$ cat config.mk
export PLATFORM = sky130hd
export DESIGN_NAME = pc_gen
export DESIGN_NICKNAME = d
export VERILOG_FILES = /design/src/rtl/pc_gen_pkg.sv /design/src/rtl/pc_target_calc.sv /design/src/rtl/pc_gen.sv
export SDC_FILE = /design/constraint.sdc
export NUM_CORES = 1
export LEC_CHECK = 0
export BUFFER_PORTS_ARGS = -buffer_cell sky130_fd_sc_hd__buf_4
export CAP_MARGIN = 20
export CELL_PAD_IN_SITES_DETAIL_PLACEMENT = 1
export CELL_PAD_IN_SITES_GLOBAL_PLACEMENT = 1
export CORE_MARGIN = 2
export CORE_UTILIZATION = 41
export CTS_CLUSTER_SIZE = 14
export DETAILED_ROUTE_END_ITERATION = 10
export PLACE_DENSITY = 0.85
export SYNTH_ARGS = -nofsm -noshare
export SYNTH_HDL_FRONTEND = slang
export SYNTH_SLANG_ARGS = --single-unit
$ cat constraint.sdc
create_clock -name clk -period 6 [get_ports clk]
set_clock_uncertainty 0.2 [all_clocks]
set_input_delay 0.3 -clock clk [delete_from_list [all_inputs] [get_ports clk]]
set_output_delay 0.3 -clock clk [all_outputs]
set_load 0.01 [all_outputs]
$ cat src/rtl/pc_gen_pkg.sv
// ---------------------------------------------------------------------------
// pc_gen_pkg
// Shared types and constants for the fetch-address generator.
//   - pc_state_e  : generator state (BOOT / RUN / HALT / ERR)
//   - PC_SEQ/PC_REL/PC_JALR : pc_src encodings (2'b11 is reserved, acts as SEQ)
//   - IALIGN_MASK_32 / IALIGN_MASK_16 : low target bits that must be zero
//   - IALIGN_MASK : the mask in effect for this build
// Build option: define PC_COMPRESSED_EN to allow 16-bit instruction alignment.
// ---------------------------------------------------------------------------
package pc_gen_pkg;

  typedef enum logic [1:0] {
    ST_BOOT = 2'd0,
    ST_RUN  = 2'd1,
    ST_HALT = 2'd2,
    ST_ERR  = 2'd3
  } pc_state_e;

  localparam logic [1:0] PC_SEQ  = 2'b00;
  localparam logic [1:0] PC_REL  = 2'b01;
  localparam logic [1:0] PC_JALR = 2'b10;

  localparam logic [1:0] IALIGN_MASK_32 = 2'b11;
  localparam logic [1:0] IALIGN_MASK_16 = 2'b01;

`ifdef PC_COMPRESSED_EN
  localparam logic [1:0] IALIGN_MASK = IALIGN_MASK_16;
`else
  localparam logic [1:0] IALIGN_MASK = IALIGN_MASK_32;
`endif

endpackage

$ cat src/rtl/pc_target_calc.sv
// ---------------------------------------------------------------------------
// pc_target_calc
// Combinational redirect target computation.
// Ports:
//   pc_src     in  2     redirect kind (PC_REL, PC_JALR; others = no redirect)
//   base_pc    in  XLEN  PC of the resolving instruction
//   rs1        in  XLEN  JALR base register
//   offset     in  XLEN  sign-extended immediate
//   target     out XLEN  computed target (0 when no redirect)
//   misaligned out 1     target violates instruction alignment
// Build option: PC_COMPRESSED_EN (via pc_gen_pkg::IALIGN_MASK) relaxes the
// alignment check to bit 0 only.
// ---------------------------------------------------------------------------
module pc_target_calc
  import pc_gen_pkg::*;
#(
  parameter int XLEN = 32
) (
  input  logic [1:0]      pc_src,
  input  logic [XLEN-1:0] base_pc,
  input  logic [XLEN-1:0] rs1,
  input  logic [XLEN-1:0] offset,
  output logic [XLEN-1:0] target,
  output logic            misaligned
);

  logic [XLEN-1:0] rel_sum;
  logic [XLEN-1:0] jalr_sum;

  // Plain modulo-2^XLEN adds; the offset is already sign-extended so
  // two's-complement wrap gives the correct backward targets.
  assign rel_sum  = base_pc + offset;
  assign jalr_sum = rs1 + offset;

  always_comb begin
    target = '0;
    case (pc_src)
      PC_REL:  target = rel_sum;
      PC_JALR: target = {jalr_sum[XLEN-1:1], 1'b0};
      default: target = '0;
    endcase
  end

  assign misaligned = |(target[1:0] & IALIGN_MASK);

endmodule

$ cat src/rtl/pc_gen.sv
// ---------------------------------------------------------------------------
// pc_gen
// Fetch-address generator with valid/ready handshake to instruction memory.
// Handles sequential stepping, relative/JALR redirects, trap entry, mret,
// halt/resume and misaligned-target detection (parks in ERR until a trap).
// Ports:
//   clk           in  1     clock, rising edge
//   rstn          in  1     asynchronous active-low reset
//   fetch_ready   in  1     imem accepts pc_cnt this cycle
//   pc_src        in  2     00 seq, 01 base_pc+offset, 10 (rs1+offset)&~1, 11 seq
//   base_pc       in  XLEN  PC of the resolving instruction
//   rs1           in  XLEN  JALR base value
//   offset        in  XLEN  sign-extended immediate
//   trap          in  1     take trap this cycle
//   trap_vec      in  XLEN  trap target
//   mret          in  1     return from trap
//   epc           in  XLEN  mret target
//   halt_req      in  1     request halt
//   resume        in  1     leave HALT
//   is_compressed in  1     (PC_COMPRESSED_EN only) step by 2 instead of 4
//   pc_cnt        out XLEN  current fetch address
//   pc_valid      out 1     pc_cnt is a live fetch request
//   misalign_err  out 1     high while parked in ERR
//   bad_target    out XLEN  last offending target
// Build option: PC_COMPRESSED_EN adds is_compressed and 2-byte alignment.
// All outputs are registered; no input reaches pc_cnt combinationally.
// ---------------------------------------------------------------------------
module pc_gen
  import pc_gen_pkg::*;
#(
  parameter int              XLEN         = 32,
  parameter logic [XLEN-1:0] RESET_VECTOR = '0
) (
  input  logic            clk,
  input  logic            rstn,
  input  logic            fetch_ready,
  input  logic [1:0]      pc_src,
  input  logic [XLEN-1:0] base_pc,
  input  logic [XLEN-1:0] rs1,
  input  logic [XLEN-1:0] offset,
  input  logic            trap,
  input  logic [XLEN-1:0] trap_vec,
  input  logic            mret,
  input  logic [XLEN-1:0] epc,
  input  logic            halt_req,
  input  logic            resume,
`ifdef PC_COMPRESSED_EN
  input  logic            is_compressed,
`endif
  output logic [XLEN-1:0] pc_cnt,
  output logic            pc_valid,
  output logic            misalign_err,
  output logic [XLEN-1:0] bad_target
);

  localparam logic [XLEN-1:0] ALIGN_CLR = ~(XLEN'(IALIGN_MASK));

  pc_state_e       state;
  logic [XLEN-1:0] tgt;
  logic            tgt_mis;
  logic            redirect;
  logic [XLEN-1:0] trap_pc;
  logic [XLEN-1:0] epc_pc;
  logic [XLEN-1:0] seq_step;

  pc_target_calc #(
    .XLEN (XLEN)
  ) u_target (
    .pc_src     (pc_src),
    .base_pc    (base_pc),
    .rs1        (rs1),
    .offset     (offset),
    .target     (tgt),
    .misaligned (tgt_mis)
  );

  assign redirect = (pc_src == PC_REL) || (pc_src == PC_JALR);

  // Trap and return targets come from CSRs and are trusted; the low bits
  // are simply cleared instead of being checked.
  assign trap_pc = trap_vec & ALIGN_CLR;
  assign epc_pc  = epc & ALIGN_CLR;

`ifdef PC_COMPRESSED_EN
  assign seq_step = is_compressed ? XLEN'(2) : XLEN'(4);
`else
  assign seq_step = XLEN'(4);
`endif

  always_ff @(posedge clk or negedge rstn) begin
    if (!rstn) begin
      state        <= ST_BOOT;
      pc_cnt       <= RESET_VECTOR;
      pc_valid     <= 1'b0;
      misalign_err <= 1'b0;
      bad_target   <= '0;
    end else begin
      case (state)
        // BOOT: one idle cycle holding RESET_VECTOR before fetching starts
        ST_BOOT: begin
          state    <= ST_RUN;
          pc_valid <= 1'b1;
        end

        // RUN: trap > mret > halt_req > redirect > sequential
        ST_RUN: begin
          if (trap) begin
            pc_cnt <= trap_pc;
          end else if (mret) begin
            pc_cnt <= epc_pc;
          end else if (halt_req) begin
            state    <= ST_HALT;
            pc_valid <= 1'b0;
          end else if (redirect) begin
            // A redirect replaces any request imem has not yet accepted.
            if (tgt_mis) begin
              state        <= ST_ERR;
              pc_valid     <= 1'b0;
              misalign_err <= 1'b1;
              bad_target   <= tgt;
            end else begin
              pc_cnt <= tgt;
            end
          end else if (fetch_ready) begin
            pc_cnt <= pc_cnt + seq_step;
          end
        end

        // HALT: trap wins over resume; resume continues at the held PC
        ST_HALT: begin
          if (trap) begin
            state    <= ST_RUN;
            pc_cnt   <= trap_pc;
            pc_valid <= 1'b1;
          end else if (resume) begin
            state    <= ST_RUN;
            pc_valid <= 1'b1;
          end
        end

        // ERR: only a trap leaves; bad_target is kept for mtval
        ST_ERR: begin
          if (trap) begin
            state        <= ST_RUN;
            pc_cnt       <= trap_pc;
            pc_valid     <= 1'b1;
            misalign_err <= 1'b0;
          end
        end

        default: begin
          state    <= ST_BOOT;
          pc_valid <= 1'b0;
        end
      endcase
    end
  end

endmodule
==> results of run 1 <==
[placed cells by master (no fill, tap or decap), types with 6 or more instances in the layout]
cell,netlist,final
sky130_fd_sc_hd__o21ai_1,34,33
sky130_fd_sc_hd__nor2b_1,12,12
sky130_fd_sc_hd__a211oi_1,12,12
sky130_fd_sc_hd__xor2_1,33,33
sky130_fd_sc_hd__mux2i_1,9,9
sky130_fd_sc_hd__or3_1,17,17
sky130_fd_sc_hd__o211ai_1,16,16
sky130_fd_sc_hd__nand4_1,23,23
sky130_fd_sc_hd__a21o_1,27,27
sky130_fd_sc_hd__and4_1,6,6
sky130_fd_sc_hd__a22oi_1,12,12
sky130_fd_sc_hd__a21oi_1,103,103
sky130_fd_sc_hd__clkbuf_16,0,9
sky130_fd_sc_hd__o21a_1,9,9
sky130_fd_sc_hd__o21bai_1,9,9
sky130_fd_sc_hd__and2_1,9,9
sky130_fd_sc_hd__and3_1,16,16
sky130_fd_sc_hd__inv_1,16,16
sky130_fd_sc_hd__nor3_1,8,8
sky130_fd_sc_hd__nor2_1,72,72
sky130_fd_sc_hd__nand2_1,160,160
sky130_fd_sc_hd__a22o_1,7,7
sky130_fd_sc_hd__dfrtp_1,68,68
sky130_fd_sc_hd__o21ai_0,68,68
sky130_fd_sc_hd__ha_1,64,64
sky130_fd_sc_hd__nand2b_1,14,14
sky130_fd_sc_hd__buf_4,0,238
sky130_fd_sc_hd__nand3_1,41,41
sky130_fd_sc_hd__xnor2_1,43,43
sky130_fd_sc_hd__a31oi_1,13,13
sky130_fd_sc_hd__a221oi_1,14,14
[metal layers]
layer	vias up	track usage	routed length, um
met3	39	0.0396	1950
met5	-	0	0
met1	4302	0.407	13700
met2	318	0.507	14600
met4	0	0.0714	500
li1	4286	-	-
[area by class of cell]
class / instances / area [um2] / share of cell area
clock inverters: 7 / 139 / 0.0137
flip-flops and latches: 68 / 1700 / 0.168
inverters: 16 / 60.1 / 0.00593
well taps: 234 / 293 / 0.0289
clock buffers: 9 / 225 / 0.0222
repair buffers: 239 / 1800 / 0.177
multi-input cells: 922 / 5920 / 0.584
[tightest hold or removal path, delay by kind of cell]
| kind | cells | cell delay (ns) |
|---|---|---|
| AOI/OAI and AO/OA | 1 | 0.09 |
| buffers and inverters | 1 | 0.08 |
| and+or+nand+nor | 1 | 0.05 |
[metrics by stage]
step | hold WS [ns] | setup WS, ns | power, uW | area (um2) | cells
after floorplan | -0.196 | 3.21 | 1320 | 7890 | 1058
after global placement | 0.257 | 2.45 | 1770 | 9760 | 1478
after detailed placement | 0.267 | 2.34 | 1810 | 9760 | 1478
after CTS | 0.0223 | 2.58 | 2470 | 10100 | 1495
after global routing | 0.0378 | 2.32 | 2630 | 10100 | 1495
final | 0.0221 | 2.55 | 2480 | 10100 | 1495
[worst min path at each step]
stage / start / to / slack (ns) / depth (start not counted)
global route: trap_vec[10] / pc_cnt[10]$_DFFE_PN0P_ / 0.04 / 3
finish: trap_vec[7] / pc_cnt[7]$_DFFE_PN0P_ / 0.02 / 3
global placement: bad_target[31]$_DFFE_PN0P_ / bad_target[31]$_DFFE_PN0P_ / 0.26 / 2
CTS: trap_vec[7] / pc_cnt[7]$_DFFE_PN0P_ / 0.02 / 3
floorplan: rstn / bad_target[0]$_DFFE_PN0P_ / -0.20 / 0
detailed placement: bad_target[31]$_DFFE_PN0P_ / bad_target[31]$_DFFE_PN0P_ / 0.27 / 2
[logic make-up after synthesis]
group	after synthesis	share of synthesized area
muxes	9	0.0114
buffers and inverters	68	0.0346
xor gates and xnor gates	76	0.0844
and+or+nand+nor	400	0.242
adders and majority gates	66	0.107
DFF	68	0.216
AOI/OAI and AO/OA	371	0.305
[state kept, by name, indices dropped and copies added, names as in the netlist]
register      flops
bad_target       32
misalign_err      1
pc_cnt           32
pc_valid          1
state             2
[power by group through the flow]
| stage | Combinational (uW) | Clock (uW) | Sequential [uW] |
|---|---|---|---|
| floorplan | 625 | 0 | 696 |
| global placement | 1090 | 0 | 684 |
| detailed placement | 1120 | 0 | 691 |
| CTS | 1130 | 659 | 684 |
| global route | 1240 | 681 | 701 |
| finish | 1140 | 657 | 686 |
==> results summary, run 1 <==
Clock-pin slew was measured on the worst setup and hold paths at 0.06 ns. The count of yosys warnings during synthesis is 0. The worst path arrival time came out at 3.52 ns. The share of total power consumed by net switching is 0.394. The number of ports placed on the die boundary is 235.

The first global-routing pass estimated 48500 um of wire. The total CTS buffers is 9. The count of hold-fix buffers inserted at cts is 1. By instance count, the leading cell after synthesis is sky130_fd_sc_hd__nand2_1. The initial cell density of the core is 0.420. The via density per instance came out at 5.98. In the routed design, unresolved DRC markers number 0. The violation count after the first detailed-route iteration is 506. The number of optimization iterations in the first detailed-route pass is 5. The critical path depth is 14. In the finished design, the share of the clock period the worst path needs comes to 0.575. Summed over all layers, the global routing overflow is 0.

The most critical setup path has its startpoint at offset[0]. The sequential share of power is 0.277. For this design, the slowest cell found on the critical path is sky130_fd_sc_hd__fa_1. Along the worst path, the maximum fanout reaches 24. The critical path's most frequent cell is sky130_fd_sc_hd__buf_4. The critical path goes through buf_4 -> ha_1 -> inv_1 -> fa_1 -> nand2b_1 -> a21oi_1 -> o21bai_1 -> a21boi_1 -> o21a_1 -> buf_4 -> nand2_1 -> nor2_1 -> o21ai_0 -> o21ai_1. In the synthesized netlist, the cells that appear most often are sky130_fd_sc_hd__nand2_1 (160), sky130_fd_sc_hd__a21oi_1 (103), sky130_fd_sc_hd__nor2_1 (72), sky130_fd_sc_hd__dfrtp_1 (68), sky130_fd_sc_hd__o21ai_0 (68). The largest buffer count on any clock path is 2. The utilization of the core after routing came out at 0.540. The floorplan die width is 143 um. The worst setup path is launched from a primary input. The number of fill cells is 2365. For the pin with the worst max-slew slack, the measured transition is 0.905 ns. The tool flagged a number of max-cap violations equal to 0.

Summed over all cells, the static leakage comes to 0.00464 uW. STA classifies the critical path endpoint as a flop. The count of buffers inserted at the top-level ports is 230. Based on the critical path, the design can be clocked at up to 0.290 GHz. The number of nets still failing antenna checks after routing is 0. The initial antenna violation count came out at 0. The final setup violation count came out at 0. The final wirelength came out at 30800 um. The power spent charging and discharging nets came out at 978 uW.

Synthesis produced a netlist whose cell count is 1058. Once the clock tree was built, the setup fixing pass inserted 0 buffers. The count of cell types in the netlist came out at 72. The register bit total from synthesis came out at 68. In the global route stage, overall resource usage came out at 0.300. The wire length per cell after detailed routing is 20.6 um. Summing over every cut layer, the via total after detailed routing is 8945. The total negative slack is 0 ns. 0 antenna diodes ended up in the layout.

The synthesized netlist net count came out at 1293. The power density of the placed cells came out at 245 nW/um2. Averaged over all synthesized cells, the footprint is 7.46 um2.

The share of post-route cells with drive strength above 1 came out at 0.221. The tightest min-delay check is of the in2reg type. The clock root buffer is sky130_fd_sc_hd__clkbuf_16. The combined buffer and inverter count along the critical path is 3. The area growth from synthesis to layout is 28.5%.

TritonCTS built the clock tree. For this run, the leading register cell type out of synthesis is sky130_fd_sc_hd__dfrtp_1. The flow ran to the end, and the final reports show no timing, DRC or antenna violations.

The count of flip-flops with a built-in enable after synthesis came out at 0. Summing every instance area after synthesis gives 7890 um2. The largest vdd supply drop is 0.153 mV.

For flop-to-flop paths, the worst setup slack is 2.80 ns. The count of instances resized after the clock tree is built is 0. Setup repair after global routing left no endpoint under its margin. The number of rows created at floorplan is 50. The final-report hold violation count is 0. The terminus of the critical flop-to-flop path is bad_target[5]$_DFFE_PN0P_. For the worst setup path, the data required time is 6.07 ns.

The register area share after synthesis came out at 0.216. For this run, the slowest stage of the critical path takes 0.52 ns. The endpoint of the worst setup timing path is pc_cnt[23]$_DFFE_PN0P_. Cell internal power was estimated by the tool at 1500 uW. Of all flip-flops after synthesis, the portion carrying an async set or reset was 1.00.

The HPWL reported at the end of detailed placement is 24400 um. The max-slew violation total from the final report came out at 0. The clock latency at the later pin of the worst-skew pair came out at 0.34 ns. The cell family contributing the most delay on the critical path is compound AO/OA/AOI/OAI gates. Of all cell types, the one taking the most synthesized area is sky130_fd_sc_hd__dfrtp_1. The H-tree depth reported by CTS is 3.

In the post-synthesis netlist, the biggest area contributors are sky130_fd_sc_hd__dfrtp_1 (22%), sky130_fd_sc_hd__ha_1 (10%), sky130_fd_sc_hd__nand2_1 (7.6%), sky130_fd_sc_hd__a21oi_1 (6.5%), sky130_fd_sc_hd__xnor2_1 (4.8%). The clock network fraction of design power came out at 0.265. In this run the critical register-to-register path is launched from state[1]$_DFFE_PN0P_. The vertical die dimension came out at 143 um. The global placer's final weighted congestion is 0.938.

The combinational power share came out at 0.459. In this run the standard cell core region covers 18800 um2. The post-layout minimum cycle time came out at 3.45 ns.

The via count of the first global-routing pass is 9142. By startpoint and endpoint, the worst setup path is classified as in2reg. The number of cells traversed by the worst register-to-register path came out at 5.

The largest net degree at the start of global routing is 69. The overall die area came out at 20400 um2. The number of nets in the finished design came out at 1491. Measured against its own limit, the worst slew margin works out to 0.396. The tree built by TritonCTS fans out to 68 sinks. The top cell type's share of synthesized area is 0.216.
No activity file was read; power rests on OpenSTA's default activity.
==> run 2: changes to the inputs <==
- CORE_UTILIZATION: 41 -> 38
- PLACE_DENSITY: 0.85 -> 0.79
- clock period: 6 -> 3.2 ns (I/O delays scaled with it)
==> run 2 against run 1 <==
Register-to-register slack lost 2.6 ns. Critical path depth shrank 1. Clock power grew 70%. Via count increased by 2.4%. Critical endpoint is now pc_cnt[17]$_DFFE_PN0P_. Die area up 7.7%.
==> results summary, run 2 (synthesis gave the netlist of run 1 again) <==
The flow ran to the end, and the final reports show no timing, DRC or antenna violations. The violation count after the first detailed-route iteration is 564. The maximum frequency from static timing analysis is 0.328 GHz. The tree is rooted in a sky130_fd_sc_hd__clkbuf_16.

The residual DRC count came out at 0. The count of placed standard cells in the final layout, fillers left out is 1580. For this configuration, the core starts out at a cell density of 0.389.

The total internal power came out at 2770 uW. Clock latency on the worst-skew pair, taken at its later pin, is 0.34 ns. The overall routing resource usage came out at 0.286.

TritonCTS built the clock tree. The slack of the worst reg-to-reg path came out at 0.22 ns. The share of the clock period used by the worst path is 0.954.

Of the total power, the share spent switching nets is 0.405. The CTS clock-pin slew for the worst setup and hold paths came out at 0.06 ns. The static power due to leakage came out at 0.00486 uW. During I/O placement, the number of pins put on the boundary was 235. The wire length per cell after detailed routing is 20.2 um. The max-slew violation total from the final report came out at 0. The power density of the placed cells is 439 nW/um2.

The max-capacitance violation count is 0. In this run the worst path has a maximum fanout of 4. The path with the worst hold slack has its endpoint at pc_cnt[28]$_DFFE_PN0P_. The number of clock sinks came out at 68.

The via count of the first global-routing pass came out at 9435. Including well taps, the total number of placed cells is 1539. The library cell used most frequently in the layout, excluding fill and tap cells, is sky130_fd_sc_hd__buf_4. In this run the tool buffered the top-level ports with 230 buffer cells.

The instance count along the most critical hold path is 5. The remaining global-route overflow is 0. The number of nets still failing antenna checks after routing is 0. The overall die area came out at 21900 um2. By instance count, the cell type seen most on the critical path is sky130_fd_sc_hd__buf_4. Using the TritonRoute via totals, the vias-per-cell ratio works out to 5.80. The die is 148 um wide. Leaving out fill and tap cells, the most frequent cells in the layout are sky130_fd_sc_hd__buf_4 (264), sky130_fd_sc_hd__nand2_1 (160), sky130_fd_sc_hd__a21oi_1 (102), sky130_fd_sc_hd__nor2_1 (72). The terminus of the critical flop-to-flop path is pc_cnt[17]$_DFFE_PN0P_. Compared with the post-synthesis result, the final layout area differs by 34.3%.

In the final layout, the share of cells above drive strength 1 is 0.235. The worst hold path begins at trap_vec[28]. The post-layout minimum cycle time is 3.05 ns. The type of the worst setup path is in2reg. The H-tree depth reported by CTS came out at 3.

The routed layout has 9160 vias. The delay contributed by the slowest stage of the critical path is 0.55 ns. In this run the worst hold path is classified as in2reg. In this run the critical register-to-register path is launched from pc_cnt[7]$_DFFE_PN0P_.

For this run, the post-layout net count is 1540. The required time at the worst-slack endpoint came out at 3.22 ns. For the pin with the worst max-slew slack, the measured transition is 0.925 ns. The largest buffer count on any clock path is 2.

The final wirelength came out at 31900 um. The worst setup path is launched from a primary input. The wire length of the first global-routing pass came out at 50700 um.

The tightest slew margin relative to the limit came out at 0.383. The worst path arrival time is 3.07 ns. The vertical die dimension came out at 148 um.

Counting cells, the worst reg-to-reg path comes to 9. The initial antenna violation count came to 0. The clock network fraction of design power came out at 0.242. The power spent charging and discharging nets came out at 1880 uW.

The final-report hold violation count is 0. The number of clock buffers added by TritonCTS is 9. The largest net degree at the start of global routing came out at 69. The slowest stage of the critical path belongs to the cell sky130_fd_sc_hd__dlygate4sd3_1. The number of optimization iterations in the first detailed-route pass is 5. The HPWL reported at the end of detailed placement is 25200 um.

The number of antenna diodes came out at 0. The sequential share of power is 0.280. STA classifies the critical path endpoint as a flop. The core area came out at 20300 um2. The initialized floorplan defines 52 standard-cell rows. The largest registers in the layout are bad_target: 32 flops, pc_cnt: 32 flops, state: 2 flops. The final setup violation count is 0. VDD sags by at most 0.320 mV. The congestion estimate from routability-driven global placement came to 0.898.

The combinational power share is 0.479. Traced cell by cell, the critical path runs through buf_4 -> ha_1 -> a21oi_1 -> nand2_1 -> a21oi_4 -> o21bai_2 -> a21boi_2 -> o21ai_0 -> xnor2_1 -> buf_4 -> o221ai_1 -> a31o_1 -> dlygate4sd3_1. For this run, the share of the core covered by cells in the final layout is 0.522. The total chip power came out at 4650 uW.
==> run 2: power groups by stage <==
stage	registers [uW]	clock network [uW]	logic (uW)
floorplan	1310	0	1170
finish	1300	1120	2230
detailed placement	1310	0	2140
global route	1330	1180	2430
global placement	1300	0	2090
CTS	1300	1130	2200
==> run 2: what timing repair did <==
action / 4_1_cts / 5_1_grt
resized for setup: 0 / 4
buffers inserted: 0 / 1
hold buffers: 24 / 0
hold endpoints to repair: 87 / 0
setup endpoints to repair: 0 / 2
==> run 2: worst max path at each step <==
stage,endpoint,slack (ns),start
3_3_place_gp,pc_cnt[24]$_DFFE_PN0P_,0.09,offset[0]
4_1_cts,pc_cnt[17]$_DFFE_PN0P_,0.03,offset[2]
2_1_floorplan,pc_cnt[20]$_DFFE_PN0P_,0.55,offset[0]
3_5_place_dp,pc_cnt[24]$_DFFE_PN0P_,0.02,offset[0]
6_report,pc_cnt[17]$_DFFE_PN0P_,0.15,offset[2]
5_1_grt,pc_cnt[11]$_DFFE_PN0P_,-0.004,offset[1]
==> run 2: per-layer routing <==
layer / track usage / routed length [um]
met5: 0 / 0
met4: 0.0633 / 497
met3: 0.0273 / 1740
met2: 0.472 / 14700
met1: 0.407 / 15000
==> run 2: final cells by class <==
| cell class | count | area (um2) |
|---|---|---|
| Timing Repair Buffer | 288 | 2220 |
| Tap cell | 270 | 338 |
| Multi-Input combinational cell | 922 | 5940 |
| Inverter | 16 | 60.1 |
| Fill cell | 2568 | 9710 |
| Sequential cell | 68 | 1700 |
| Clock buffer | 10 | 239 |
| Clock inverter | 6 | 95.1 |
==> run 2: critical path, delay by kind of cell <==
kind | cells | cell delay (ns)
AOI/OAI and AO/OA | 7 | 1.41
buffers and inverters | 3 | 0.81
xor gates and xnor gates | 1 | 0.18
and+or+nand+nor | 1 | 0.17
adders and majority gates | 1 | 0.35
==> run 2: stage by stage <==
| step | hold slack (ns) | setup TNS [ns] | setup WS [ns] | instance area, um2 |
|---|---|---|---|---|
| detailed placement | 0.156 | 0 | 0.0186 | 9990 |
| global placement | 0.146 | 0 | 0.0915 | 9990 |
| floorplan | -0.336 | 0 | 0.545 | 7890 |
| global route | 0.0236 | -0.00416 | -0.00416 | 10600 |
| finish | 0.0144 | 0 | 0.147 | 10600 |
| CTS | 0.00170 | 0 | 0.0255 | 10600 |
